[src/rtl/sap2_pkg.sv]
// Shared definitions for the SAP-2 memory subsystem: arbiter state encoding
// and default RAM address/data widths.
package sap2_pkg;

  localparam int unsigned SAP2_ADDR_W = 16;
  localparam int unsigned SAP2_DATA_W = 8;

  typedef enum logic [2:0] {
    IDLE,
    CPU_ACC,
    CPU_RSP,
    LDR_ACC,
    LDR_RSP
  } arb_state_t;

endpackage

[src/rtl/mem_arbiter_if.sv]
// Bus bundle for mem_arbiter: CPU and loader request channels plus RAM port.
// The arbiter connects through the slave modport; its environment uses master.
interface mem_arbiter_if
  import sap2_pkg::*;
#(
  parameter int unsigned ADDR_W = SAP2_ADDR_W,
  parameter int unsigned DATA_W = SAP2_DATA_W
);

  logic              cpu_req;
  logic              cpu_we;
  logic [ADDR_W-1:0] cpu_addr;
  logic [DATA_W-1:0] cpu_wdata;
  logic [DATA_W-1:0] cpu_rdata;
  logic              cpu_ack;
  logic              cpu_stall;

  logic              ldr_req;
  logic              ldr_we;
  logic [ADDR_W-1:0] ldr_addr;
  logic [DATA_W-1:0] ldr_wdata;
  logic [DATA_W-1:0] ldr_rdata;
  logic              ldr_ack;

  logic              ram_en;
  logic              ram_we;
  logic [ADDR_W-1:0] ram_addr;
  logic [DATA_W-1:0] ram_wdata;
  logic [DATA_W-1:0] ram_rdata;

  modport slave (
    input  cpu_req, cpu_we, cpu_addr, cpu_wdata,
    output cpu_rdata, cpu_ack, cpu_stall,
    input  ldr_req, ldr_we, ldr_addr, ldr_wdata,
    output ldr_rdata, ldr_ack,
    output ram_en, ram_we, ram_addr, ram_wdata,
    input  ram_rdata
  );

  modport master (
    output cpu_req, cpu_we, cpu_addr, cpu_wdata,
    input  cpu_rdata, cpu_ack, cpu_stall,
    output ldr_req, ldr_we, ldr_addr, ldr_wdata,
    input  ldr_rdata, ldr_ack,
    input  ram_en, ram_we, ram_addr, ram_wdata,
    output ram_rdata
  );

endinterface

[src/rtl/mem_arbiter.sv]
// Single-port RAM arbiter between the SAP-2 CPU and the program loader.
// Optional macro MEM_ARB_STARVE_EN bounds consecutive loader wins over a waiting CPU.
module mem_arbiter
  import sap2_pkg::*;
#(
  parameter int unsigned ADDR_W     = SAP2_ADDR_W,
  parameter int unsigned DATA_W     = SAP2_DATA_W,
  parameter int unsigned STARVE_MAX = 8
) (
  input  logic         clk,
  input  logic         rst,
  mem_arbiter_if.slave bus
);

  arb_state_t        state, state_nx;
  logic              grant_cpu, grant_ldr, ldr_wins, starve_hit;
  logic              in_acc, ram_en, cpu_ack, ldr_ack;
  logic              lat_we;
  logic [ADDR_W-1:0] lat_addr;
  logic [DATA_W-1:0] lat_wdata;
  logic [DATA_W-1:0] cpu_rdata_q, ldr_rdata_q;

  always_ff @(posedge clk) begin
    if (rst) state <= IDLE;
    else     state <= state_nx;
  end

  always_comb begin
    state_nx  = state;
    grant_cpu = 1'b0;
    grant_ldr = 1'b0;
    ldr_wins  = bus.ldr_req & ~(bus.cpu_req & starve_hit);
    case (state)
      IDLE: begin
        if (ldr_wins) begin
          grant_ldr = 1'b1;
          state_nx  = LDR_ACC;
        end else if (bus.cpu_req) begin
          grant_cpu = 1'b1;
          state_nx  = CPU_ACC;
        end
      end
      CPU_ACC: state_nx = CPU_RSP;
      CPU_RSP: state_nx = IDLE;
      LDR_ACC: state_nx = LDR_RSP;
      LDR_RSP: state_nx = IDLE;
      default: state_nx = IDLE;
    endcase
  end

  // Winner's command is frozen at the arbitration edge; requester inputs are
  // ignored until the FSM is back in IDLE.
  always_ff @(posedge clk) begin
    if (rst) begin
      lat_we    <= 1'b0;
      lat_addr  <= '0;
      lat_wdata <= '0;
    end else if (grant_ldr) begin
      lat_we    <= bus.ldr_we;
      lat_addr  <= bus.ldr_addr;
      lat_wdata <= bus.ldr_wdata;
    end else if (grant_cpu) begin
      lat_we    <= bus.cpu_we;
      lat_addr  <= bus.cpu_addr;
      lat_wdata <= bus.cpu_wdata;
    end
  end

  // Outputs are masked by rst so a reset in the response cycle yields no ack.
  assign in_acc  = (state == CPU_ACC) || (state == LDR_ACC);
  assign ram_en  = in_acc & ~rst;
  assign cpu_ack = (state == CPU_RSP) & ~rst;
  assign ldr_ack = (state == LDR_RSP) & ~rst;

  assign bus.ram_en    = ram_en;
  assign bus.ram_we    = ram_en & lat_we;
  assign bus.ram_addr  = lat_addr;
  assign bus.ram_wdata = lat_wdata;
  assign bus.cpu_ack   = cpu_ack;
  assign bus.ldr_ack   = ldr_ack;
  assign bus.cpu_stall = bus.cpu_req & ~cpu_ack;

  // The registered RAM only presents read data in the response cycle, so the
  // read value is forwarded during ack and held in a register afterwards.
  always_ff @(posedge clk) begin
    if (rst) begin
      cpu_rdata_q <= '0;
      ldr_rdata_q <= '0;
    end else begin
      if (cpu_ack && !lat_we) cpu_rdata_q <= bus.ram_rdata;
      if (ldr_ack && !lat_we) ldr_rdata_q <= bus.ram_rdata;
    end
  end

  assign bus.cpu_rdata = (cpu_ack && !lat_we) ? bus.ram_rdata : cpu_rdata_q;
  assign bus.ldr_rdata = (ldr_ack && !lat_we) ? bus.ram_rdata : ldr_rdata_q;

`ifdef MEM_ARB_STARVE_EN
  localparam int unsigned CNT_W = (STARVE_MAX < 1) ? 1 : $clog2(STARVE_MAX + 1);

  logic [CNT_W-1:0] starve_cnt;

  always_ff @(posedge clk) begin
    if (rst) begin
      starve_cnt <= '0;
    end else if (grant_cpu) begin
      starve_cnt <= '0;
    end else if (grant_ldr && bus.cpu_req && !starve_hit) begin
      starve_cnt <= starve_cnt + CNT_W'(1);
    end
  end

  assign starve_hit = (starve_cnt == CNT_W'(STARVE_MAX));
`else
  assign starve_hit = 1'b0;
`endif

endmodule

[src/flat_wrapper.sv]
// flat-port wrapper written by rule: the top's interface ports become plain ports
module mem_arbiter_flat import sap2_pkg::*;
#(
  parameter int unsigned ADDR_W     = SAP2_ADDR_W,
  parameter int unsigned DATA_W     = SAP2_DATA_W,
  parameter int unsigned STARVE_MAX = 8
)
  (clk, rst, bus_cpu_req, bus_cpu_we, bus_cpu_addr, bus_cpu_wdata, bus_cpu_rdata, bus_cpu_ack, bus_cpu_stall, bus_ldr_req, bus_ldr_we, bus_ldr_addr, bus_ldr_wdata, bus_ldr_rdata, bus_ldr_ack, bus_ram_en, bus_ram_we, bus_ram_addr, bus_ram_wdata, bus_ram_rdata);
  mem_arbiter_if #(.ADDR_W(ADDR_W), .DATA_W(DATA_W)) bus_i ();
  input  logic clk;
  input  logic rst;
  input wire logic [$bits(bus_i.cpu_req)-1:0] bus_cpu_req;
  input wire logic [$bits(bus_i.cpu_we)-1:0] bus_cpu_we;
  input wire logic [$bits(bus_i.cpu_addr)-1:0] bus_cpu_addr;
  input wire logic [$bits(bus_i.cpu_wdata)-1:0] bus_cpu_wdata;
  output wire logic [$bits(bus_i.cpu_rdata)-1:0] bus_cpu_rdata;
  output wire logic [$bits(bus_i.cpu_ack)-1:0] bus_cpu_ack;
  output wire logic [$bits(bus_i.cpu_stall)-1:0] bus_cpu_stall;
  input wire logic [$bits(bus_i.ldr_req)-1:0] bus_ldr_req;
  input wire logic [$bits(bus_i.ldr_we)-1:0] bus_ldr_we;
  input wire logic [$bits(bus_i.ldr_addr)-1:0] bus_ldr_addr;
  input wire logic [$bits(bus_i.ldr_wdata)-1:0] bus_ldr_wdata;
  output wire logic [$bits(bus_i.ldr_rdata)-1:0] bus_ldr_rdata;
  output wire logic [$bits(bus_i.ldr_ack)-1:0] bus_ldr_ack;
  output wire logic [$bits(bus_i.ram_en)-1:0] bus_ram_en;
  output wire logic [$bits(bus_i.ram_we)-1:0] bus_ram_we;
  output wire logic [$bits(bus_i.ram_addr)-1:0] bus_ram_addr;
  output wire logic [$bits(bus_i.ram_wdata)-1:0] bus_ram_wdata;
  input wire logic [$bits(bus_i.ram_rdata)-1:0] bus_ram_rdata;
  assign bus_i.cpu_req = bus_cpu_req;
  assign bus_i.cpu_we = bus_cpu_we;
  assign bus_i.cpu_addr = bus_cpu_addr;
  assign bus_i.cpu_wdata = bus_cpu_wdata;
  assign bus_cpu_rdata = bus_i.cpu_rdata;
  assign bus_cpu_ack = bus_i.cpu_ack;
  assign bus_cpu_stall = bus_i.cpu_stall;
  assign bus_i.ldr_req = bus_ldr_req;
  assign bus_i.ldr_we = bus_ldr_we;
  assign bus_i.ldr_addr = bus_ldr_addr;
  assign bus_i.ldr_wdata = bus_ldr_wdata;
  assign bus_ldr_rdata = bus_i.ldr_rdata;
  assign bus_ldr_ack = bus_i.ldr_ack;
  assign bus_ram_en = bus_i.ram_en;
  assign bus_ram_we = bus_i.ram_we;
  assign bus_ram_addr = bus_i.ram_addr;
  assign bus_ram_wdata = bus_i.ram_wdata;
  assign bus_i.ram_rdata = bus_ram_rdata;
  mem_arbiter #(.ADDR_W(ADDR_W), .DATA_W(DATA_W), .STARVE_MAX(STARVE_MAX)) u_core (.clk(clk), .rst(rst), .bus(bus_i));
endmodule
[config.mk]
export PLATFORM = sky130hd
export DESIGN_NAME = mem_arbiter_flat
export DESIGN_NICKNAME = d
export VERILOG_FILES = /design/src/rtl/sap2_pkg.sv /design/src/rtl/mem_arbiter_if.sv /design/src/rtl/mem_arbiter.sv /design/src/flat_wrapper.sv
export SDC_FILE = /design/constraint.sdc
export NUM_CORES = 1
export LEC_CHECK = 0
export ABC_AREA = 1
export BUFFER_PORTS_ARGS = -buffer_cell sky130_fd_sc_hd__buf_2
export CAP_MARGIN = 10
export CORE_MARGIN = 8
export CORE_UTILIZATION = 43
export DETAILED_ROUTE_END_ITERATION = 8
export GPL_ROUTABILITY_DRIVEN = 0
export PLACE_DENSITY_LB_ADDON = 0.15
export SYNTH_ARGS = -nofsm -noshare
export SYNTH_HDL_FRONTEND = slang
export SYNTH_SLANG_ARGS = --single-unit
[constraint.sdc]
create_clock -name clk -period 1.3 [get_ports clk]
set_clock_uncertainty 0.1 [all_clocks]
set_input_delay 0 -clock clk [delete_from_list [all_inputs] [get_ports clk]]
set_output_delay 0 -clock clk [all_outputs]
set_load 0.02 [all_outputs]
# After elaboration in Yosys (flattened, before gate mapping)
# Cells that the tools add are included.
[totals]
reg_bits = 44
inputBits = 62
out_inout_bits = 45
elab_cells = 40
[classes]
n_eq_ne = 5
n_mux = 16
bitwise = 7
reduce_logical = 6
[ops]
columns = ["cell", "n"]
rows = [
  ["$mux 16", 2],
  ["$mux 8", 4],
  ["$pmux 3 s3", 1],
  ["$mux 1", 7],
  ["$eq 3x2->1 const B", 2],
  ["$mux 3", 2],
  ["$and 1x1->1", 5],
  ["$eq 3x1->1 const B", 1],
  ["$eq 3x3->1 const B", 1],
  ["$logic_not 3->1", 1],
  ["$ne 3x3->1 const B", 1],
  ["$logic_and 1x1->1", 2],
  ["$not 1->1", 2],
  ["$reduce_bool 2->1", 1],
  ["$logic_not 1->1", 1],
  ["$logic_or 1x1->1", 1],
]

# Longest topological paths before layout
[logic_depth]
depth_word = 5
depth_mapped = 7
mapped_depth_nobuf = 7

# Worst setup path before layout
# Ideal clock, no wire load.
[synth_path]
path_type = "reg2out"
startpoint = "register u_core.state[1]"
endpoint = "output port bus_cpu_stall"
t_arrival_ns = 1.558
t_required_ns = 1.200
slack_ns = -0.358
path_stages_with_launch = 4
n_path_buf = 0
cell_sequence = "dfxtp_1 > inv_2 > nor4_1 > nor2_1"
[synth_via]
elab_chain_cells = 4
[synth_rtl]
columns = ["element", "line", "rtl"]
rows = [
  ["from (decl)", "mem_arbiter.sv:15", "arb_state_t state, state_nx;"],
  ["from (signal assigned)", "mem_arbiter.sv:25", "else state <= state_nx;"],
  ["$eq 3x2->1", "mem_arbiter.sv:72", "assign cpu_ack = (state == CPU_RSP) & ~rst;"],
  ["$and 1x1->1", "mem_arbiter.sv:72", ""],
  ["via bus_cpu_ack", "flat_wrapper.sv:17", "output wire logic [$bits(bus_i.cpu_ack)-1:0] bus_cpu_ack;"],
  ["$not 1->1", "mem_arbiter.sv:81", "assign bus.cpu_stall = bus.cpu_req & ~cpu_ack;"],
  ["$and 1x1->1", "mem_arbiter.sv:81", ""],
  ["to (decl)", "flat_wrapper.sv:18", "output wire logic [$bits(bus_i.cpu_stall)-1:0] bus_cpu_stall;"],
]
# The timed path passes the listed nets, and every way through them passes these cells.

# Final worst setup path
[layout_path]
startpoint = "register u_core.state[0]"
endpoint = "output port bus_cpu_rdata[2]"
[layout_via]
elab_chain_cells = 4
[layout_rtl]
columns = ["element", "line", "rtl"]
rows = [
  ["$eq 3x2->1", "mem_arbiter.sv:72", ""],
  ["$and 1x1->1", "mem_arbiter.sv:72", ""],
  ["$logic_and 1x1->1", "mem_arbiter.sv:95", "assign bus.cpu_rdata = (cpu_ack && !lat_we) ? bus.ram_rdata : cpu_rdata_q;"],
  ["$mux 8", "n/a", ""],
  ["to (decl)", "flat_wrapper.sv:16", "output wire logic [$bits(bus_i.cpu_rdata)-1:0] bus_cpu_rdata;"],
]
# No other way between the ends.

==> results.json <==
{
  "syn_to_final_growth_pct": 91.54,
  "clk_latency_ps": 300,
  "dpl.cell_count": 529,
  "synth.area.top_cells": "dfxtp_1 (35%), inv_1 (13%), nand2_1 (10%)",
  "cp_num_cells": 7,
  "cts_num_sinks": 44,
  "p_sw_uw": 1754,
  "initial_core_util_pct": 43.48,
  "crit_family": "buffers and inverters",
  "via_count": 3027,
  "crit_path_end": "bus_cpu_rdata[2]",
  "die_y_um": 92.46,
  "die_area_um2": 8548,
  "cap_violations": 0,
  "hold_path.class": "in -> reg",
  "core_um2": 5781,
  "p_per_area_nw_per_um2": 1006,
  "reg2reg_slack_ps": -290,
  "clk_pin_slew_ps": 90,
  "grt_pass1_wl_mm": 14.92,
  "routed_via_density": 4.954,
  "overflow": 0,
  "htree_num_levels": 2,
  "max_stage_delay_ps": 390,
  "ant_nets": 0,
  "syn_avg_cell_area_um2": 7.161,
  "r2r-start": "u_core.state[1]$_SDFFE_PP0P_",
  "p_int_uw": 3091,
  "nNetsFinal": 597,
  "p_comb_share_pct": 44.5,
  "reg2reg_depth": 10,
  "fillers": 335,
  "crit_buf_inv": 3,
  "max-slew-margin-rel_pct": 77.30,
  "io_buffers": 106,
  "vdd_ir_drop_max_mv": 0.5524,
  "timing.hold.ws_ps": -10.21,
  "n_antenna_cell": 0,
  "cts.path.max_buffers": 2,
  "cts_tree": "done",
  "crit_path_max_fanout": 8,
  "status": "finished with violations",
  "synth-seq-cells": 44,
  "synth_top_area_cell": "dfxtp_1",
  "rsz0062_at_grt": "yes",
  "drive_gt1_share_pct": 55.97,
  "violations": "hold timing, setup timing",
  "antenna_found_initial": 0,
  "grt_usage_pct": 21.19,
  "cp.required_ps": 1200,
  "ys_seq_area_share_pct": 35.04,
  "crit_path_end_kind": "output port",
  "syn-cell-area_um2": 2514,
  "pwr-share-clk_pct": 22.7,
  "setup_viol": 53,
  "yosysTopAreaCellShare_pct": 35.04,
  "placement_rows": 28,
  "synth.distinct_cells": 23,
  "drt-wirelength-per-cell_um": 16.70,
  "worst_pin_slew_ps": 340.5,
  "fin_ws_ps": -311.5,
  "drc": 0,
  "drv_slew": 0,
  "dr.pass1.iters": 4,
  "busiest_layer": "met2",
  "drt_iter0_drc": 126,
  "clk_root_buffer_cell": "clkbuf_8",
  "hold_viol": 2,
  "yosysWarningCount": 0,
  "critPathArrivalTime_ps": 1510,
  "grt_max_degree": 44,
  "r2r-end": "u_core.bus.ram_wdata[6]$_SDFFE_PP0P_",
  "ioPinCount": 107,
  "cp_cell_sequence": "nor2_4, nand4_4, buf_12, nand2_1, o21ai_2, inv_1, buf_2",
  "dpl.hpwl_mm": 4.919,
  "leakagePower_uw": 0.002562,
  "min_period_ps": 1611,
  "cts_buffers": 5,
  "final_cells": 611,
  "crit_start": "u_core.state[0]$_SDFFE_PP0P_",
  "placed_cell_area_um2": 3242,
  "max_clock_freq_ghz": 0.6205,
  "met2_usage_pct": 38.97,
  "finalCritPeriodShare_pct": 124.0,
  "syn_nets": 413,
  "die_w_um": 92.46,
  "power_frac_seq_pct": 32.8,
  "worst-setup-path-type": "reg -> out",
  "p_sw_share_pct": 36.21,
  "use_met1_pct": 23.34,
  "met3_usage_pct": 5.502,
  "grt_pass1_vias": 3084,
  "synthCells": 351,
  "final_cell_area_um2": 4815,
  "routed_wl_mm": 10.21,
  "critPathLaunchType": "register",
  "critPathSlowestCell": "dfxtp_4"
}
## synth_stat cells, drive strengths merged
cell,count
nor2,26
inv,91
nor4,1
nor3,2
dfxtp,44
a21oi,24
nand2,69
clkbuf,5
o21ai,16
buf,16
nand3,32
nand4,25
## how the worst min path moves through the flow
| stage | slack (ps) | cells after the start | start | endpoint |
|---|---|---|---|---|
| 3_5_place_dp | 170 | 2 | rst | u_core.state[1]$_SDFFE_PP0P_ |
| 2_1_floorplan | 20 | 2 | bus_cpu_req | bus_cpu_stall |
| 6_report | -10 | 5 | bus_ldr_addr[13] | u_core.bus.ram_addr[13]$_SDFFE_PP0P_ |
| 5_1_grt | 20 | 5 | bus_ldr_addr[13] | u_core.bus.ram_addr[13]$_SDFFE_PP0P_ |
| 4_1_cts | 0.3 | 5 | bus_ldr_addr[8] | u_core.bus.ram_addr[8]$_SDFFE_PP0P_ |
| 3_3_place_gp | 160 | 2 | rst | u_core.state[1]$_SDFFE_PP0P_ |
## repair_timing
action                                  CTS  global route
gates cloned                              6             5
hold endpoints to repair                 42             0
hold buffers                             45             0
gates resized for setup                  86            98
setup buffers                            15             8
pin swaps                                11            39
endpoints found under the setup margin   49            55
## worst reg2reg max path, delay by kind of cell, from the launching register on
| family | cells | cell delay [ps] |
|---|---|---|
| buffers and inverters | 5 | 530 |
| flip-flops | 1 | 380 |
| AND/OR/NAND/NOR | 5 | 490 |
## metrics by stage
stage	power [µW]	worst slack (ps)	TNS [ps]	utilization, %
global route	5045	-365.7	-14830	83.29
finish	4846	-311.5	-12080	83.29
global placement	2828	-37.39	-612.4	56.08
detailed placement	2842	-51.02	-1136	56.08
CTS	4485	-274.7	-9831	75.69
floorplan	2415	-66.89	-1234	-
## layout make-up
| class | instances | area, µm² | share of cell area [%] |
|---|---|---|---|
| sequential | 44 | 892.1 | 18.53 |
| clock inverter | 3 | 47.55 | 0.9875 |
| multi-input combinational | 196 | 1624 | 33.73 |
| timing repair buffer | 197 | 1739 | 36.12 |
| inverter | 91 | 349.1 | 7.251 |
| clock buffer | 5 | 68.82 | 1.429 |
| tap | 75 | 93.84 | 1.949 |
## kinds of logic after synthesis
group | count (synthesis) | share of synthesized area (%)
buf+inv | 112 | 19.16
simple gates | 155 | 34.84
flops | 44 | 35.04
compound gates | 40 | 10.95
## power groups by stage
stage	sequential, µW	clock (µW)	combinational [µW]
6_report	1590	1100	2160
5_1_grt	1600	1170	2270
4_1_cts	1550	1120	1810
3_5_place_dp	1570	0	1280
3_3_place_gp	1570	0	1260
2_1_floorplan	1670	0	742
## placed cells by master (no fill, tap or decap), types with 3 or more instances in the layout
cell type and count:
a21oi_2 24, buf_12 10, buf_2 86, buf_4 19, buf_6 30, clkbuf_16 6
clkbuf_8 5, dfxtp_1 41, dfxtp_4 3, dlygate4sd3_1 45, inv_1 77, inv_2 11
inv_4 3, nand2_1 23, nand2_2 21, nand2_4 25, nand3_1 6, nand3_2 22
nand3_4 4, nand4_1 23, nand4_4 3, nor2_1 21, o21ai_2 10, o21ai_4 6
## registers in the layout (all words and copies together), names as in the netlist
register	count
u_core.bus.ram_addr	16
u_core.bus.ram_wdata	8
u_core.cpu_rdata_q	8
u_core.lat_we	1
u_core.ldr_rdata_q	8
u_core.state	3
## layer usage
metal,share of wire [%],wire length (µm),up-vias
met5,0,0,-
met3,6.0,614,15
li1,-,-,1459
met2,54,5465,107
met4,1.6,167,0
met1,39,3957,1446
Power figures use the tool's default switching activity.
